File: src/rtl/timer_array.sv
// timer_array: a bank of independent programmable down/up counters behind a
// simple byte-addressed register window.  Each channel owns 16 bytes:
//   +0x0 CTRL   [0] EN, [2:1] MODE, [3] IM
//   +0x4 PRESET reload value (CNT_W bits, upper bits read 0)
//   +0x8 COUNT  current counter value (read-only)
//   +0xC STATUS [0] PEND (write 1 to clear), [2:1] channel FSM state
//
// Bus access protocol: there is no handshake.  A write is any cycle with
// hit=1 and byteen!=0; it always completes on the next rising edge.  Reads
// are purely combinational from addr and have no side effects.

// One timer channel: control registers plus the IDLE/LOAD/CNT/INT sequencer.
module timer_channel #(
  parameter int CNT_W = 32
) (
  input  logic             clk,
  input  logic             reset,
  input  logic             wr_ctrl,
  input  logic             wr_preset,
  input  logic             wr_status,
  input  logic [31:0]      wdata,
  input  logic [3:0]       byteen,
  output logic [3:0]       ctrl_val,
  output logic [31:0]      preset_val,
  output logic [31:0]      count_val,
  output logic             pend_val,
  output logic [1:0]       state_val,
  output logic             irq
);

  typedef enum logic [1:0] {
    ST_IDLE = 2'd0,
    ST_LOAD = 2'd1,
    ST_CNT  = 2'd2,
    ST_INT  = 2'd3
  } state_t;

  state_t           state;
  state_t           state_next;
  logic             en;
  logic             im;
  logic [1:0]       mode;
  logic [CNT_W-1:0] preset;
  logic [CNT_W-1:0] count;
  logic [CNT_W-1:0] count_next;
  logic             pend;
  logic             pend_set;
  logic             en_clr;
  logic             is_free;
  logic             is_reload;
  logic [31:0]      preset_merged;
  logic             unused_bits;

  // MODE 11 falls through to one-shot behaviour since neither flag is set.
  assign is_free   = (mode == 2'b10);
  assign is_reload = (mode == 2'b01);

  // Next-state and counter update; EN low always parks the channel in IDLE
  // with COUNT frozen, regardless of where the sequence was.
  always_comb begin
    state_next = state;
    count_next = count;
    pend_set   = 1'b0;
    en_clr     = 1'b0;
    if (!en) begin
      state_next = ST_IDLE;
    end else begin
      case (state)
        ST_IDLE: begin
          state_next = ST_LOAD;
        end
        ST_LOAD: begin
          count_next = is_free ? '0 : preset;
          state_next = ST_CNT;
        end
        ST_CNT: begin
          if (is_free) begin
            count_next = count + CNT_W'(1);
            if (count == '1) begin
              pend_set = 1'b1;
            end
          end else if (count > CNT_W'(1)) begin
            count_next = count - CNT_W'(1);
          end else begin
            count_next = '0;
            state_next = ST_INT;
          end
        end
        ST_INT: begin
          pend_set = 1'b1;
          if (is_reload) begin
            state_next = ST_LOAD;
          end else begin
            en_clr     = 1'b1;
            state_next = ST_IDLE;
          end
        end
        default: begin
          state_next = ST_IDLE;
        end
      endcase
    end
  end

  // FSM state and counter registers.
  always_ff @(posedge clk or negedge reset) begin
    if (!reset) begin
      state <= ST_IDLE;
      count <= '0;
    end else begin
      state <= state_next;
      count <= count_next;
    end
  end

  // CTRL register; an explicit software write in the same cycle takes
  // precedence over the automatic EN clear at the end of a one-shot.
  always_ff @(posedge clk or negedge reset) begin
    if (!reset) begin
      en   <= 1'b0;
      mode <= 2'b00;
      im   <= 1'b0;
    end else if (wr_ctrl && byteen[0]) begin
      en   <= wdata[0];
      mode <= wdata[2:1];
      im   <= wdata[3];
    end else if (en_clr) begin
      en <= 1'b0;
    end
  end

  // Byte-merge of the write data onto the current PRESET value.
  always_comb begin
    preset_merged = 32'(preset);
    for (int b = 0; b < 4; b++) begin
      if (byteen[b]) begin
        preset_merged[8*b +: 8] = wdata[8*b +: 8];
      end
    end
  end

  // PRESET register; bits at or above CNT_W are dropped.
  always_ff @(posedge clk or negedge reset) begin
    if (!reset) begin
      preset <= '0;
    end else if (wr_preset) begin
      preset <= preset_merged[CNT_W-1:0];
    end
  end

  // PEND flag: a hardware set in the same cycle beats a software clear.
  always_ff @(posedge clk or negedge reset) begin
    if (!reset) begin
      pend <= 1'b0;
    end else if (pend_set) begin
      pend <= 1'b1;
    end else if (wr_status && byteen[0] && wdata[0]) begin
      pend <= 1'b0;
    end
  end

  assign ctrl_val    = {im, mode, en};
  assign preset_val  = 32'(preset);
  assign count_val   = 32'(count);
  assign pend_val    = pend;
  assign state_val   = state;
  assign irq         = pend & im;
  assign unused_bits = ^{preset_merged, wdata};

endmodule

// Top level: address decode, write steering and read-back mux.
module timer_array #(
  parameter int          N_CH      = 2,
  parameter int          CNT_W     = 32,
  parameter logic [31:0] BASE_ADDR = 32'h0000_7F00
) (
  input  logic            clk,
  input  logic            reset,
  input  logic [31:0]     addr,
  input  logic [31:0]     wdata,
  input  logic [3:0]      byteen,
  output logic [31:0]     rdata,
  output logic            hit,
  output logic [N_CH-1:0] irq
);

  localparam logic [31:0] SPAN = 32'(16 * N_CH);

  logic [31:0]     offset;
  logic [3:0]      ch_idx;
  logic [1:0]      reg_idx;
  logic            wr;
  logic [N_CH-1:0] sel;
  logic [3:0]      ctrl_val   [N_CH];
  logic [31:0]     preset_val [N_CH];
  logic [31:0]     count_val  [N_CH];
  logic            pend_val   [N_CH];
  logic [1:0]      state_val  [N_CH];
  logic            unused_addr;

  // The window is at most 256 bytes, so offset[7:4] covers every channel.
  assign offset      = addr - BASE_ADDR;
  assign hit         = (addr >= BASE_ADDR) && (offset < SPAN);
  assign ch_idx      = offset[7:4];
  assign reg_idx     = addr[3:2];
  assign wr          = hit && (byteen != 4'b0000);
  assign unused_addr = ^{addr[1:0], offset[31:8], offset[3:0]};

  for (genvar i = 0; i < N_CH; i++) begin : g_ch
    assign sel[i] = hit && (ch_idx == 4'(i));

    timer_channel #(
      .CNT_W (CNT_W)
    ) u_ch (
      .clk        (clk),
      .reset      (reset),
      .wr_ctrl    (wr && sel[i] && (reg_idx == 2'd0)),
      .wr_preset  (wr && sel[i] && (reg_idx == 2'd1)),
      .wr_status  (wr && sel[i] && (reg_idx == 2'd3)),
      .wdata      (wdata),
      .byteen     (byteen),
      .ctrl_val   (ctrl_val[i]),
      .preset_val (preset_val[i]),
      .count_val  (count_val[i]),
      .pend_val   (pend_val[i]),
      .state_val  (state_val[i]),
      .irq        (irq[i])
    );
  end

  // Read mux; sel is one-hot or zero, so rdata is 0 outside the window.
  always_comb begin
    rdata = '0;
    for (int i = 0; i < N_CH; i++) begin
      if (sel[i]) begin
        case (reg_idx)
          2'd0:    rdata = rdata | {28'd0, ctrl_val[i]};
          2'd1:    rdata = rdata | preset_val[i];
          2'd2:    rdata = rdata | count_val[i];
          default: rdata = rdata | {29'd0, state_val[i], pend_val[i]};
        endcase
      end
    end
  end

endmodule
File: config.mk
export PLATFORM = sky130hd
export DESIGN_NAME = timer_array
export DESIGN_NICKNAME = d
export VERILOG_FILES = /design/src/rtl/timer_array.sv
export SDC_FILE = /design/constraint.sdc
export NUM_CORES = 1
export LEC_CHECK = 0
export BUFFER_PORTS_ARGS = -buffer_cell sky130_fd_sc_hd__buf_2
export CAP_MARGIN = 15
export CORE_ASPECT_RATIO = 1.4
export CORE_MARGIN = 1
export CORE_UTILIZATION = 55
export CTS_BUF_LIST = sky130_fd_sc_hd__clkbuf_8
export CTS_CLUSTER_SIZE = 12
export DETAILED_ROUTE_END_ITERATION = 8
export GPL_TIMING_DRIVEN = 1
export PLACE_DENSITY = 0.75
export SYNTH_ARGS = -nofsm -noshare
export SYNTH_HDL_FRONTEND = slang
export SYNTH_SLANG_ARGS = --single-unit
File: constraint.sdc
create_clock -name clk -period 6.4 [get_ports clk]
set_clock_uncertainty 0.15 [all_clocks]
set_input_delay 1.92 -clock clk [delete_from_list [all_inputs] [get_ports clk]]
set_output_delay 1.92 -clock clk [all_outputs]
set_load 0.1 [all_outputs]
==> flow_summary.rst <==
.. list-table::
   :header-rows: 1

   * - Metric
     - Value
   * - Worst-margin pin slew
     - ~1.1 ns
   * - Global-route congestion overflow total
     - 0
   * - Number of buffers on the longest clock path
     - 2
   * - Fin crit period
     - 6.01 ns
   * - Worst Setup Slack post-DPL
     - between 0.3 and 0.4 ns
   * - Layout-stage area growth over the synthesis result
     - 14.2%
   * - Detailed-routing iteration count for the pre-antenna-repair pass
     - 5
   * - PnR worst setup slack
     - 0.389 ns
   * - Final period util
     - 0.939
   * - Synth cell count leaders
     - 142 x sky130_fd_sc_hd__dfrtp_1, 112 x sky130_fd_sc_hd__nor2_1, 101 x sky130_fd_sc_hd__clkbuf_1
   * - Critical path launch point type
     - input pin
   * - Number of hold violations in the final report
     - 0
   * - Detailed Route WL
     - between 30 and 40 mm
   * - Routability Congestion
     - roughly 0.95
   * - Yosys warns
     - 0
   * - Skew-Pair Late Insertion Delay
     - approximately 0.47 ns
   * - Setup Crit Path Kind
     - input pin to primary output
   * - Routed len/inst
     - approximately 23 um
   * - H-tree lvl count
     - 4
   * - Placed cell areas
     - 0.0120 mm2
   * - Required time reported for the critical path endpoint
     - around 4.3 ns
   * - Via count
     - 10,523
   * - Synthesized cell area
     - about 0.011 mm2
   * - CTS clock-pin slew for the worst setup and hold paths
     - around 0.070 ns
   * - Antenna violations before repair
     - 0
   * - TritonCTS clock tree
     - yes
   * - RSZ-0062 raised after global routing
     - no
   * - Average cell area after synthesis
     - 8.60 um2
   * - Yosys reg bits
     - 142
   * - Most area-hungry cell type in the Yosys netlist
     - sky130_fd_sc_hd__dfrtp_1
   * - Result of the run
     - complete, no violations
   * - Largest net degree at the start of global routing
     - around 110
   * - Cell types with the largest area share after synthesis
     - sky130_fd_sc_hd__dfrtp_1 33%, sky130_fd_sc_hd__mux2_2 8.1%, sky130_fd_sc_hd__nor2_1 3.9%
   * - Filler cell count in the final layout
     - 1,601
   * - Max cap viols
     - 0
   * - Chip Width
     - 121 um
   * - Hold WC Path Type
     - flip-flop to flip-flop
   * - Setup crit end kind
     - primary output
   * - Setup violations, final
     - 0
   * - Diodes inserted
     - 0
   * - Async set-or-reset flop fraction in the synthesized netlist
     - 1.00
   * - Distinct cell type count of the synthesized netlist
     - 82
   * - Die Footprint
     - about 0.020 mm2
   * - Number of core rows
     - 60
   * - Critical-path maximum fanout
     - 28
   * - Via count of the first global-routing pass
     - ~10,000
   * - Final #Nets
     - approximately 1,400
   * - Top achievable clock speed
     - ~170 MHz
   * - Placeable Area
     - 0.0193 mm2
   * - Fraction of layout cells with a size suffix above 1
     - 0.228
   * - Initial cell density of the core
     - 0.562
   * - Number of synthesized flops with an enable pin
     - 0
   * - Share of the yosys chip area belonging to registers
     - 0.328
   * - Power per cell area
     - around 130 mW/mm2
   * - Most common cell in the synthesized netlist
     - sky130_fd_sc_hd__dfrtp_1
   * - Total GRT Usage
     - 0.354
   * - Vias/cell
     - between 6 and 7
   * - Max transition margin
     - 0.270
   * - Leading register cell type out of synthesis
     - sky130_fd_sc_hd__dfrtp_1
   * - Share of the core filled with cells in the final layout
     - 0.642
   * - DRC violation total after the first TritonRoute iteration
     - between 1,000 and 1,500
   * - Detail Placement HPWL
     - roughly 25 mm
   * - Drt drc
     - 0
   * - I/O pin count
     - 105
   * - TritonCTS Buffers
     - 17
   * - CP Data Arrival Time
     - slightly below 4 ns
   * - Post-cts sizing count
     - 0
   * - Antenna-violating nets left
     - 0
   * - Highest ir drop seen on vdd
     - roughly 0.00011 V
   * - Final Slew Violations
     - 0
   * - Total power
     - 1620 uW
   * - Hold buffer count at CTS
     - 0
   * - Share of the synthesized area in the top cell type
     - 0.328
   * - # port buffers
     - 102
   * - Design Area, Final
     - 0.0124 mm2
   * - Vertical extent of the die
     - roughly 170 um
   * - Clk sinks
     - 142
   * - CTS root buffer
     - sky130_fd_sc_hd__clkbuf_8
   * - Syn Inst Count
     - about 1,300
   * - Setup Buffers After CTS
     - 0
   * - Net count of the mapped netlist
     - around 1,300
   * - Leakage power figure
     - between 0.005 and 0.006 uW
   * - Wire length of the first global-routing pass
     - about 56 mm
sequential cells by signal, indices dropped and copies added, names as in the netlist:
| signal | flops |
|---|---|
| g_ch.u_ch.en | 2 |
| g_ch.u_ch.pend_val | 2 |
| g_ch.u_ch.count_val | 64 |
| g_ch.u_ch.im | 2 |
| g_ch.u_ch.mode | 4 |
| g_ch.u_ch.preset_val | 64 |
| g_ch.u_ch.state_val | 4 |
routing by layer:
| metal | global-route usage | up-vias | routed length (um) |
|---|---|---|---|
| met5 | 0 | - | 0 |
| met4 | 0.165 | 0 | 1420 |
| met3 | 0.0488 | 89 | 2590 |
| met2 | 0.557 | 519 | 16600 |
| met1 | 0.480 | 5124 | 14300 |
| li1 | - | 4791 | - |
path summary, 6_finish.rpt:
check	startpoint	to	slack [ns]	depth (start not counted)
max in group asynchronous	reset	g_ch[1].u_ch.count_val[15]	3.62	2
max	addr[27]	rdata[11]	0.39	10
min	g_ch[1].u_ch.preset_val[8]	g_ch[1].u_ch.count_val[8]	0.38	2
min reg2reg	g_ch[1].u_ch.preset_val[8]	g_ch[1].u_ch.count_val[8]	0.38	2
max reg2reg	g_ch[0].u_ch.count_val[18]	g_ch[0].u_ch.count_val[5]	2.99	6
min in group asynchronous	reset	g_ch[0].u_ch.count_val[20]	1.40	1
stage by stage:
stage	instances	setup TNS [ns]	hold WS, ns
final	1538	0	0.382
after global routing	1538	0	0.414
after CTS	1538	0	0.382
after detailed placement	1506	0	0.363
after global placement	1506	0	0.358
after floorplan	1261	-2.60	0.329
cells in the final DEF, fill, tap and decap left out, types with 30 or more instances in the layout:
cell type / synthesis / routed
sky130_fd_sc_hd__a21oi_1: 73 / 73
sky130_fd_sc_hd__mux2_2: 78 / 78
sky130_fd_sc_hd__nand3_1: 53 / 53
sky130_fd_sc_hd__xnor2_1: 33 / 33
sky130_fd_sc_hd__inv_1: 27 / 30
sky130_fd_sc_hd__buf_2: 14 / 70
sky130_fd_sc_hd__nor2_1: 112 / 82
sky130_fd_sc_hd__nand2_1: 63 / 63
sky130_fd_sc_hd__nor3_1: 42 / 42
sky130_fd_sc_hd__a22oi_1: 46 / 46
sky130_fd_sc_hd__o21ai_0: 40 / 40
sky130_fd_sc_hd__buf_12: 0 / 35
sky130_fd_sc_hd__mux2i_1: 32 / 32
sky130_fd_sc_hd__nand4_1: 41 / 41
sky130_fd_sc_hd__dfrtp_1: 142 / 142
where the power goes:
group | switching (uW) | internal, uW
sequential | 0.0000842 | 896
combinational | 52.8 | 25.5
clock | 384 | 265
total | 437 | 1190
logic make-up after synthesis:
kind of cell,Yosys count,share of synthesized area
muxes,113,0.117
and+or+nand+nor,447,0.215
buffers and inverters,155,0.0610
xor gates and xnor gates,53,0.0428
AOI/OAI and AO/OA,334,0.217
DFF,142,0.328
adders and majority gates,17,0.0196
area by class of cell:
cell class	count	area, um2	share of cell area
clock inverter	15	100	0.00808
tap	248	310	0.0251
multi-input combinational	964	6880	0.556
sequential	142	3550	0.287
inverter	28	105	0.00849
clock buffer	17	234	0.0189
timing repair buffer	124	1200	0.0967
critical path, stage by stage:
cell,delay (ns)
sky130_fd_sc_hd__buf_2,0.10
sky130_fd_sc_hd__nor4b_1,0.34
sky130_fd_sc_hd__nand4_1,0.16
sky130_fd_sc_hd__a2111oi_2,0.24
sky130_fd_sc_hd__buf_4,0.26
sky130_fd_sc_hd__nand3_1,0.15
sky130_fd_sc_hd__buf_12,0.20
sky130_fd_sc_hd__o22a_1,0.23
sky130_fd_sc_hd__nor2_4,0.14
sky130_fd_sc_hd__buf_12,0.18
(Power assumes the default switching activity.)
